<file path="src/rtl/ahb_regslv.sv">
// AHB responder for the rotate engine's register file: configuration, start control,
// and a sticky DONE status with interrupt. Optional wait states before every OKAY data phase.
module ahb_regslv #(
  parameter int P_WAIT = 0,
  parameter int P_AW   = 8
) (
  input  logic        I_AHBSLV_HCLK,
  input  logic        I_AHBSLV_HRESET_N,
  input  logic        I_AHBSLV_HSEL,
  input  logic [31:0] I_AHBSLV_HADDR,
  input  logic [1:0]  I_AHBSLV_HTRANS,
  input  logic        I_AHBSLV_HWRITE,
  input  logic [2:0]  I_AHBSLV_HSIZE,
  input  logic [31:0] I_AHBSLV_HWDATA,
  input  logic        I_AHBSLV_HREADY,
  input  logic        I_AHBSLV_BUSY,
  input  logic        I_AHBSLV_DONE,
  output logic [31:0] O_AHBSLV_HRDATA,
  output logic        O_AHBSLV_HREADYOUT,
  output logic [1:0]  O_AHBSLV_HRESP,
  output logic        O_AHBSLV_START,
  output logic [2:0]  O_AHBSLV_SIZE,
  output logic [31:0] O_AHBSLV_SRC,
  output logic [31:0] O_AHBSLV_DST,
  output logic [15:0] O_AHBSLV_WIDTH,
  output logic [15:0] O_AHBSLV_HEIGHT,
  output logic        O_AHBSLV_IRQ
);

  typedef enum logic [2:0] {S_IDLE, S_WAIT, S_DATA, S_ERR1, S_ERR2} state_t;

  localparam logic [P_AW-1:0] OFF_CTRL = P_AW'(8'h00);
  localparam logic [P_AW-1:0] OFF_SIZE = P_AW'(8'h04);
  localparam logic [P_AW-1:0] OFF_SRC  = P_AW'(8'h08);
  localparam logic [P_AW-1:0] OFF_DST  = P_AW'(8'h0C);
  localparam logic [P_AW-1:0] OFF_DIM  = P_AW'(8'h10);
  localparam logic [P_AW-1:0] OFF_STAT = P_AW'(8'h14);
  localparam logic [2:0]      WAIT_INIT = 3'(P_WAIT > 0 ? P_WAIT - 1 : 0);
  localparam logic [1:0]      RESP_OKAY = 2'b00;
  localparam logic [1:0]      RESP_ERR  = 2'b01;

  state_t          state_q, state_d;
  logic            hreadyout_q, hreadyout_d;
  logic [1:0]      hresp_q, hresp_d;
  logic [2:0]      wcnt_q, wcnt_d;
  logic [P_AW-1:0] addr_q, addr_d;
  logic            write_q, write_d;

  logic            ie_q, ie_d;
  logic [2:0]      size_q, size_d;
  logic [31:0]     src_q, src_d;
  logic [31:0]     dst_q, dst_d;
  logic [15:0]     width_q, width_d;
  logic [15:0]     height_q, height_d;
  logic            done_q, done_d;
  logic            start_q, start_d;
  logic            irq_q, irq_d;

  logic [P_AW-1:0] off;
  logic            accept, in_map, addr_ok, wr_en, rd_en, w1c_done;
  logic [31:0]     wd, rdata;
  logic            unused_bits;

  assign unused_bits = ^{I_AHBSLV_HADDR[31:P_AW], I_AHBSLV_HTRANS[0]};

  assign off     = I_AHBSLV_HADDR[P_AW-1:0];
  assign accept  = I_AHBSLV_HSEL & I_AHBSLV_HREADY & I_AHBSLV_HTRANS[1];
  assign in_map  = off inside {OFF_CTRL, OFF_SIZE, OFF_SRC, OFF_DST, OFF_DIM, OFF_STAT};
  assign addr_ok = in_map & (off[1:0] == 2'b00) & (I_AHBSLV_HSIZE == 3'b010);

  // Data-phase sequencing; wait and error states hold HREADYOUT low so no new address is taken.
  always_comb begin
    state_d     = state_q;
    hreadyout_d = 1'b1;
    hresp_d     = RESP_OKAY;
    wcnt_d      = wcnt_q;
    addr_d      = addr_q;
    write_d     = write_q;
    case (state_q)
      S_WAIT: begin
        if (wcnt_q == 3'd0) begin
          state_d = S_DATA;
        end else begin
          hreadyout_d = 1'b0;
          wcnt_d      = wcnt_q - 3'd1;
        end
      end
      S_ERR1: begin
        state_d = S_ERR2;
        hresp_d = RESP_ERR;
      end
      default: begin
        if (accept) begin
          addr_d  = off;
          write_d = I_AHBSLV_HWRITE;
          if (!addr_ok) begin
            state_d     = S_ERR1;
            hreadyout_d = 1'b0;
            hresp_d     = RESP_ERR;
          end else if (P_WAIT > 0) begin
            state_d     = S_WAIT;
            hreadyout_d = 1'b0;
            wcnt_d      = WAIT_INIT;
          end else begin
            state_d = S_DATA;
          end
        end else begin
          state_d = S_IDLE;
        end
      end
    endcase
  end

  assign wd       = I_AHBSLV_HWDATA;
  assign wr_en    = (state_q == S_DATA) & write_q;
  assign rd_en    = (state_q == S_DATA) & ~write_q;
  assign w1c_done = wr_en & (addr_q == OFF_STAT) & wd[1];

  always_comb begin
    ie_d     = ie_q;
    size_d   = size_q;
    src_d    = src_q;
    dst_d    = dst_q;
    width_d  = width_q;
    height_d = height_q;
    start_d  = 1'b0;
    if (wr_en) begin
      case (addr_q)
        OFF_CTRL: begin
          ie_d    = wd[1];
          start_d = wd[0] & ~I_AHBSLV_BUSY;
        end
        OFF_SIZE: size_d = (wd[2:0] > 3'd2) ? 3'b010 : wd[2:0];
        OFF_SRC:  src_d  = wd;
        OFF_DST:  dst_d  = wd;
        OFF_DIM: begin
          width_d  = wd[15:0];
          height_d = wd[31:16];
        end
        default: ;
      endcase
    end
    // A completion pulse in the same cycle as the clearing write must not be lost.
    done_d = I_AHBSLV_DONE | (done_q & ~w1c_done);
    irq_d  = done_d & ie_d;
  end

  always_comb begin
    rdata = '0;
    if (rd_en) begin
      case (addr_q)
        OFF_CTRL: rdata = {30'b0, ie_q, 1'b0};
        OFF_SIZE: rdata = {29'b0, size_q};
        OFF_SRC:  rdata = src_q;
        OFF_DST:  rdata = dst_q;
        OFF_DIM:  rdata = {height_q, width_q};
        OFF_STAT: rdata = {30'b0, done_q, I_AHBSLV_BUSY};
        default:  rdata = '0;
      endcase
    end
  end

  always_ff @(posedge I_AHBSLV_HCLK or negedge I_AHBSLV_HRESET_N) begin
    if (!I_AHBSLV_HRESET_N) begin
      state_q     <= S_IDLE;
      hreadyout_q <= 1'b1;
      hresp_q     <= RESP_OKAY;
      wcnt_q      <= '0;
      addr_q      <= '0;
      write_q     <= 1'b0;
      ie_q        <= 1'b0;
      size_q      <= '0;
      src_q       <= '0;
      dst_q       <= '0;
      width_q     <= '0;
      height_q    <= '0;
      done_q      <= 1'b0;
      start_q     <= 1'b0;
      irq_q       <= 1'b0;
    end else begin
      state_q     <= state_d;
      hreadyout_q <= hreadyout_d;
      hresp_q     <= hresp_d;
      wcnt_q      <= wcnt_d;
      addr_q      <= addr_d;
      write_q     <= write_d;
      ie_q        <= ie_d;
      size_q      <= size_d;
      src_q       <= src_d;
      dst_q       <= dst_d;
      width_q     <= width_d;
      height_q    <= height_d;
      done_q      <= done_d;
      start_q     <= start_d;
      irq_q       <= irq_d;
    end
  end

  assign O_AHBSLV_HRDATA    = rdata;
  assign O_AHBSLV_HREADYOUT = hreadyout_q;
  assign O_AHBSLV_HRESP     = hresp_q;
  assign O_AHBSLV_START     = start_q;
  assign O_AHBSLV_SIZE      = size_q;
  assign O_AHBSLV_SRC       = src_q;
  assign O_AHBSLV_DST       = dst_q;
  assign O_AHBSLV_WIDTH     = width_q;
  assign O_AHBSLV_HEIGHT    = height_q;
  assign O_AHBSLV_IRQ       = irq_q;

endmodule

</file>
<file path="config.mk">
export PLATFORM = sky130hd
export DESIGN_NAME = ahb_regslv
export DESIGN_NICKNAME = d
export VERILOG_FILES = /design/src/rtl/ahb_regslv.sv
export SDC_FILE = /design/constraint.sdc
export NUM_CORES = 1
export LEC_CHECK = 0
export ABC_AREA = 1
export BUFFER_PORTS_ARGS = -buffer_cell sky130_fd_sc_hd__buf_2
export CORE_ASPECT_RATIO = 1.1
export CORE_MARGIN = 4
export CORE_UTILIZATION = 25
export DETAILED_ROUTE_END_ITERATION = 8
export SYNTH_ARGS = -nofsm -noshare
export SYNTH_HDL_FRONTEND = slang
export SYNTH_SLANG_ARGS = --single-unit
</file>
<file path="constraint.sdc">
create_clock -name I_AHBSLV_HCLK -period 3.8 [get_ports I_AHBSLV_HCLK]
set_input_delay 0.76 -clock I_AHBSLV_HCLK [delete_from_list [all_inputs] [get_ports I_AHBSLV_HCLK]]
set_output_delay 0.76 -clock I_AHBSLV_HCLK [all_outputs]
set_load 0.02 [all_outputs]
</file>
==> impl_metrics.csv <==
group,metric,value,unit
cts,cts.clk_slew.worst_paths,50,ps
grt,first_global_vias,5144,
placement,dp_hpwl,12400,µm
power_and_ir_drop,comb_power_share,18.9,%
layout,fillers,2439,
yosys,syn_nets,773,
routing,wl_met1,7680,µm
timing,finalSetupTns,0,ps
yosys,syn_area_per_cell,8.37,µm²
yosys,synth_edf_count,0,
layout,syn2layout_area_growth,29.0,%
routing,first_pass_iters,5,
worst_setup_path,start_kind,"flip-flop",
grt,grt_pass1_wl,28700,µm
cts,cts_resized,0,
routing,avgViaCountPerCell,4.35,
timing,relSlewSlack,42.5,%
layout,seq_area,3000,µm²
timing,drv_slew,0,
yosys,synth_ff_type,"dfrtp_1",
die,die_h,168,µm
yosys,async_flop_share,100,%
grt,overflow,0,
timing,hold_violations,0,
routing,vias,5146,
cts,htreeDepth,4,
die,core,22900,µm²
yosys,synth_cells,695,
die,fp.dieW,153,µm
worst_setup_path,cp.arrival,2520,ps
layout,fin_nets,951,
timing,worst_pin_slew,862,ps
layout,stdcell_area,7510,µm²
flow_run,drv_cap,0,
yosys,synthDistinctLibCells,33,
grt,antenna_found_initial,0,
yosys,ys_ff_latch,120,
power_and_ir_drop,switching_share,31.3,%
hold_path,min-delay-path-class,"primary input to asynchronous set/reset pin",
power_and_ir_drop,p_int,2640,µW
worst_setup_path,cpPeakStageDelay,470,ps
yosys,yosys_warnings,0,
cts,clk_latency,410,ps
worst_setup_path,path_cells,"nor2_2 -> nand2_1 -> nor2_1 -> nand3_4 -> inv_2 -> nand2_1 -> inv_1 -> buf_2",
power_and_ir_drop,switchingPower,1200,µW
power_and_ir_drop,powerDensity,512,nW/µm²
die,die-area,25800,µm²
placement,numPortBuffers,185,
die,rows,58,
timing,finalWorstSetupSlack,524,ps
die,ios,212,
power_and_ir_drop,clkPwrFrac,40.7,%
worst_setup_path,cp.buffers_inverters,3,
worst_setup_path,crit_path_max_fanout,21,
routing,top_layer,"met4",
routing,drt-total-wl,18100,µm
routing,drc,0,
timing,fin_crit_sh,86.2,%
yosys,ys_seq_area_share,51.6,%
die,start_util,25.4,%
cts,cts_tree,"done",
cts,cts_hold_buf,0,
placement,gp_congestion,0.776,
power_and_ir_drop,ir_worst_vdd,270,µV
cts,cts_setup_buffers,0,
routing,drt_iter0_markers,233,
power_and_ir_drop,p_seq_share,40.4,%
yosys,syn_area,5820,µm²
timing,period_needed,3280,ps
timing,setup_violations,0,
worst_setup_path,critPathCaptureType,"primary output",
outcome,outcome,"finished clean",
worst_setup_path,critPathSlowestCell,"inv_2",
worst_setup_path,crit_type,"flip-flop to primary output",
cts,root_buffer,"clkbuf_16",
timing,clock_skew,5.86,ps
layout,drive_above_1_share,31.5,%
grt,grt_use_total,14.3,%
routing,drtAntennaViolNets,0,
layout,multi_input_area,2240,µm²
timing,grt_setup_unrepaired,"no",
routing,wire_per_inst,15.3,µm
power_and_ir_drop,leakage,0.00395,µW
placement,preCtsSetupSlack,885,ps
worst_setup_path,crit_required,3040,ps
cts,clockBufferDepth,2,
worst_setup_path,path_delay_family,"simple AND/OR/NAND/NOR gates",
routing,met2_wirelength,9000,µm
layout,antennaDiodeCount,0,
cts,clock_sinks,120,
grt,grt_max_degree,65,
worst_setup_path,critical_path.most_common_cell,"nand2_1",
routing,dr_wl_met3,1160,µm
placement,placed_area,6950,µm²
cts,cts_buffers,17,
timing,max_freq,305,MHz
## worst register-to-register path, stage by stage, from the launching register on
cell and delay [ps]:
dfrtp_1 510, inv_2 170, nand2_1 100, nor2_4 400, nand3_4 670, o21ai_1 390
## registers in the layout, indices dropped and copies added, names as in the netlist
name                cells
O_AHBSLV_DST           32
O_AHBSLV_HEIGHT        16
O_AHBSLV_HREADYOUT      1
O_AHBSLV_HRESP          1
O_AHBSLV_IRQ            1
O_AHBSLV_SIZE           3
O_AHBSLV_SRC           32
O_AHBSLV_START          1
O_AHBSLV_WIDTH         16
addr_q                  8
done_q                  1
ie_q                    1
state_q                 3
wcnt_q                  3
write_q                 1
## per-layer routing
metal / global-route usage [%] / up-vias
li1: - / 2560
met1: 17.6 / 2410
met2: 24.7 / 162
met3: 3.60 / 14
met4: 4.65 / 0
met5: 0 / -
## through the flow
| step | power [µW] | hold slack (ps) | utilization (%) | std cells |
|---|---|---|---|---|
| global placement | 2300 | 457 | 30.4 | 1154 |
| finish | 3840 | 444 | 32.8 | 1183 |
| global route | 4040 | 498 | 32.8 | 1183 |
| CTS | 3910 | 470 | 32.8 | 1183 |
| detailed placement | 2310 | 460 | 30.4 | 1154 |
| floorplan | 2010 | 442 | - | 695 |
## area by class of cell
class	count	share of cell area [%]
Clock buffer	19	6.03
Clock inverter	10	1.40
Inverter	85	4.25
Multi-Input combinational cell	456	29.8
Sequential cell	120	40.0
Tap cell	300	5.00
Timing Repair Buffer	193	13.5
## power by group through the flow
stage	clock network (µW)	logic [µW]	registers, µW
after detailed placement	0	740	1570
after floorplan	0	294	1710
final	1570	727	1550
after global routing	1660	807	1580
after CTS	1610	742	1550
after global placement	0	729	1570
## final timing paths
check / start / to / slack, ps / depth (start not counted)
setup / recovery: state_q[2] / O_AHBSLV_HRDATA[20] / 520 / 8
hold / removal: I_AHBSLV_HRESET_N / O_AHBSLV_START / 440 / 1
setup reg to reg: addr_q[2] / O_AHBSLV_SRC[17] / 1460 / 5
hold reg to reg: wcnt_q[0] / wcnt_q[0] / 460 / 1
max in group asynchronous: I_AHBSLV_HRESET_N / O_AHBSLV_SRC[31] / 2550 / 2
min in group I_AHBSLV_HCLK: wcnt_q[0] / wcnt_q[0] / 460 / 1
## kinds of logic (layout without fill, tap and decap cells)
logic type                 Yosys count  after routing  synth area share (%)
buffers and inverters              119            307                  10.0
adders and majority gates            2              2                 0.430
muxes                                1              1                 0.194
and+or+nand+nor                    327            327                  24.7
DFF                                120            120                  51.6
AOI/OAI and AO/OA                  124            124                  12.8
other                                1              1                0.0645
xor gates and xnor gates             1              1                 0.151
## cell usage after synthesis, types with 2 or more instances
master,n,share of area (%)
nand2_1,202,13
clkbuf_1,4,0.26
nor2_2,2,0.22
nand2_2,3,0.32
buf_2,11,0.95
ha_1,2,0.43
nor2_4,3,0.58
o21ai_2,32,4.8
inv_2,7,0.45
buf_4,2,0.26
nand3_4,2,0.60
inv_1,78,5.0
o21ai_0,46,4.0
nand3_1,73,6.3
o21ai_1,34,2.9
buf_6,15,2.9
dfrtp_1,119,51
a21oi_1,11,0.95
nor3_1,5,0.43
nor2_1,31,2.0
## cells in the final DEF (no fill, tap or decap), drive strengths merged, types with 2 or more instances in the layout
master / count
nand3: 76
o21ai: 112
nand2: 207
ha: 2
bufinv: 2
clkbuf: 19
dfrtp: 119
clkinv: 6
clkinvlp: 2
a21oi: 11
buf: 193
inv: 85
nor2: 37
nor3: 5
Power figures use the tool's default switching activity.
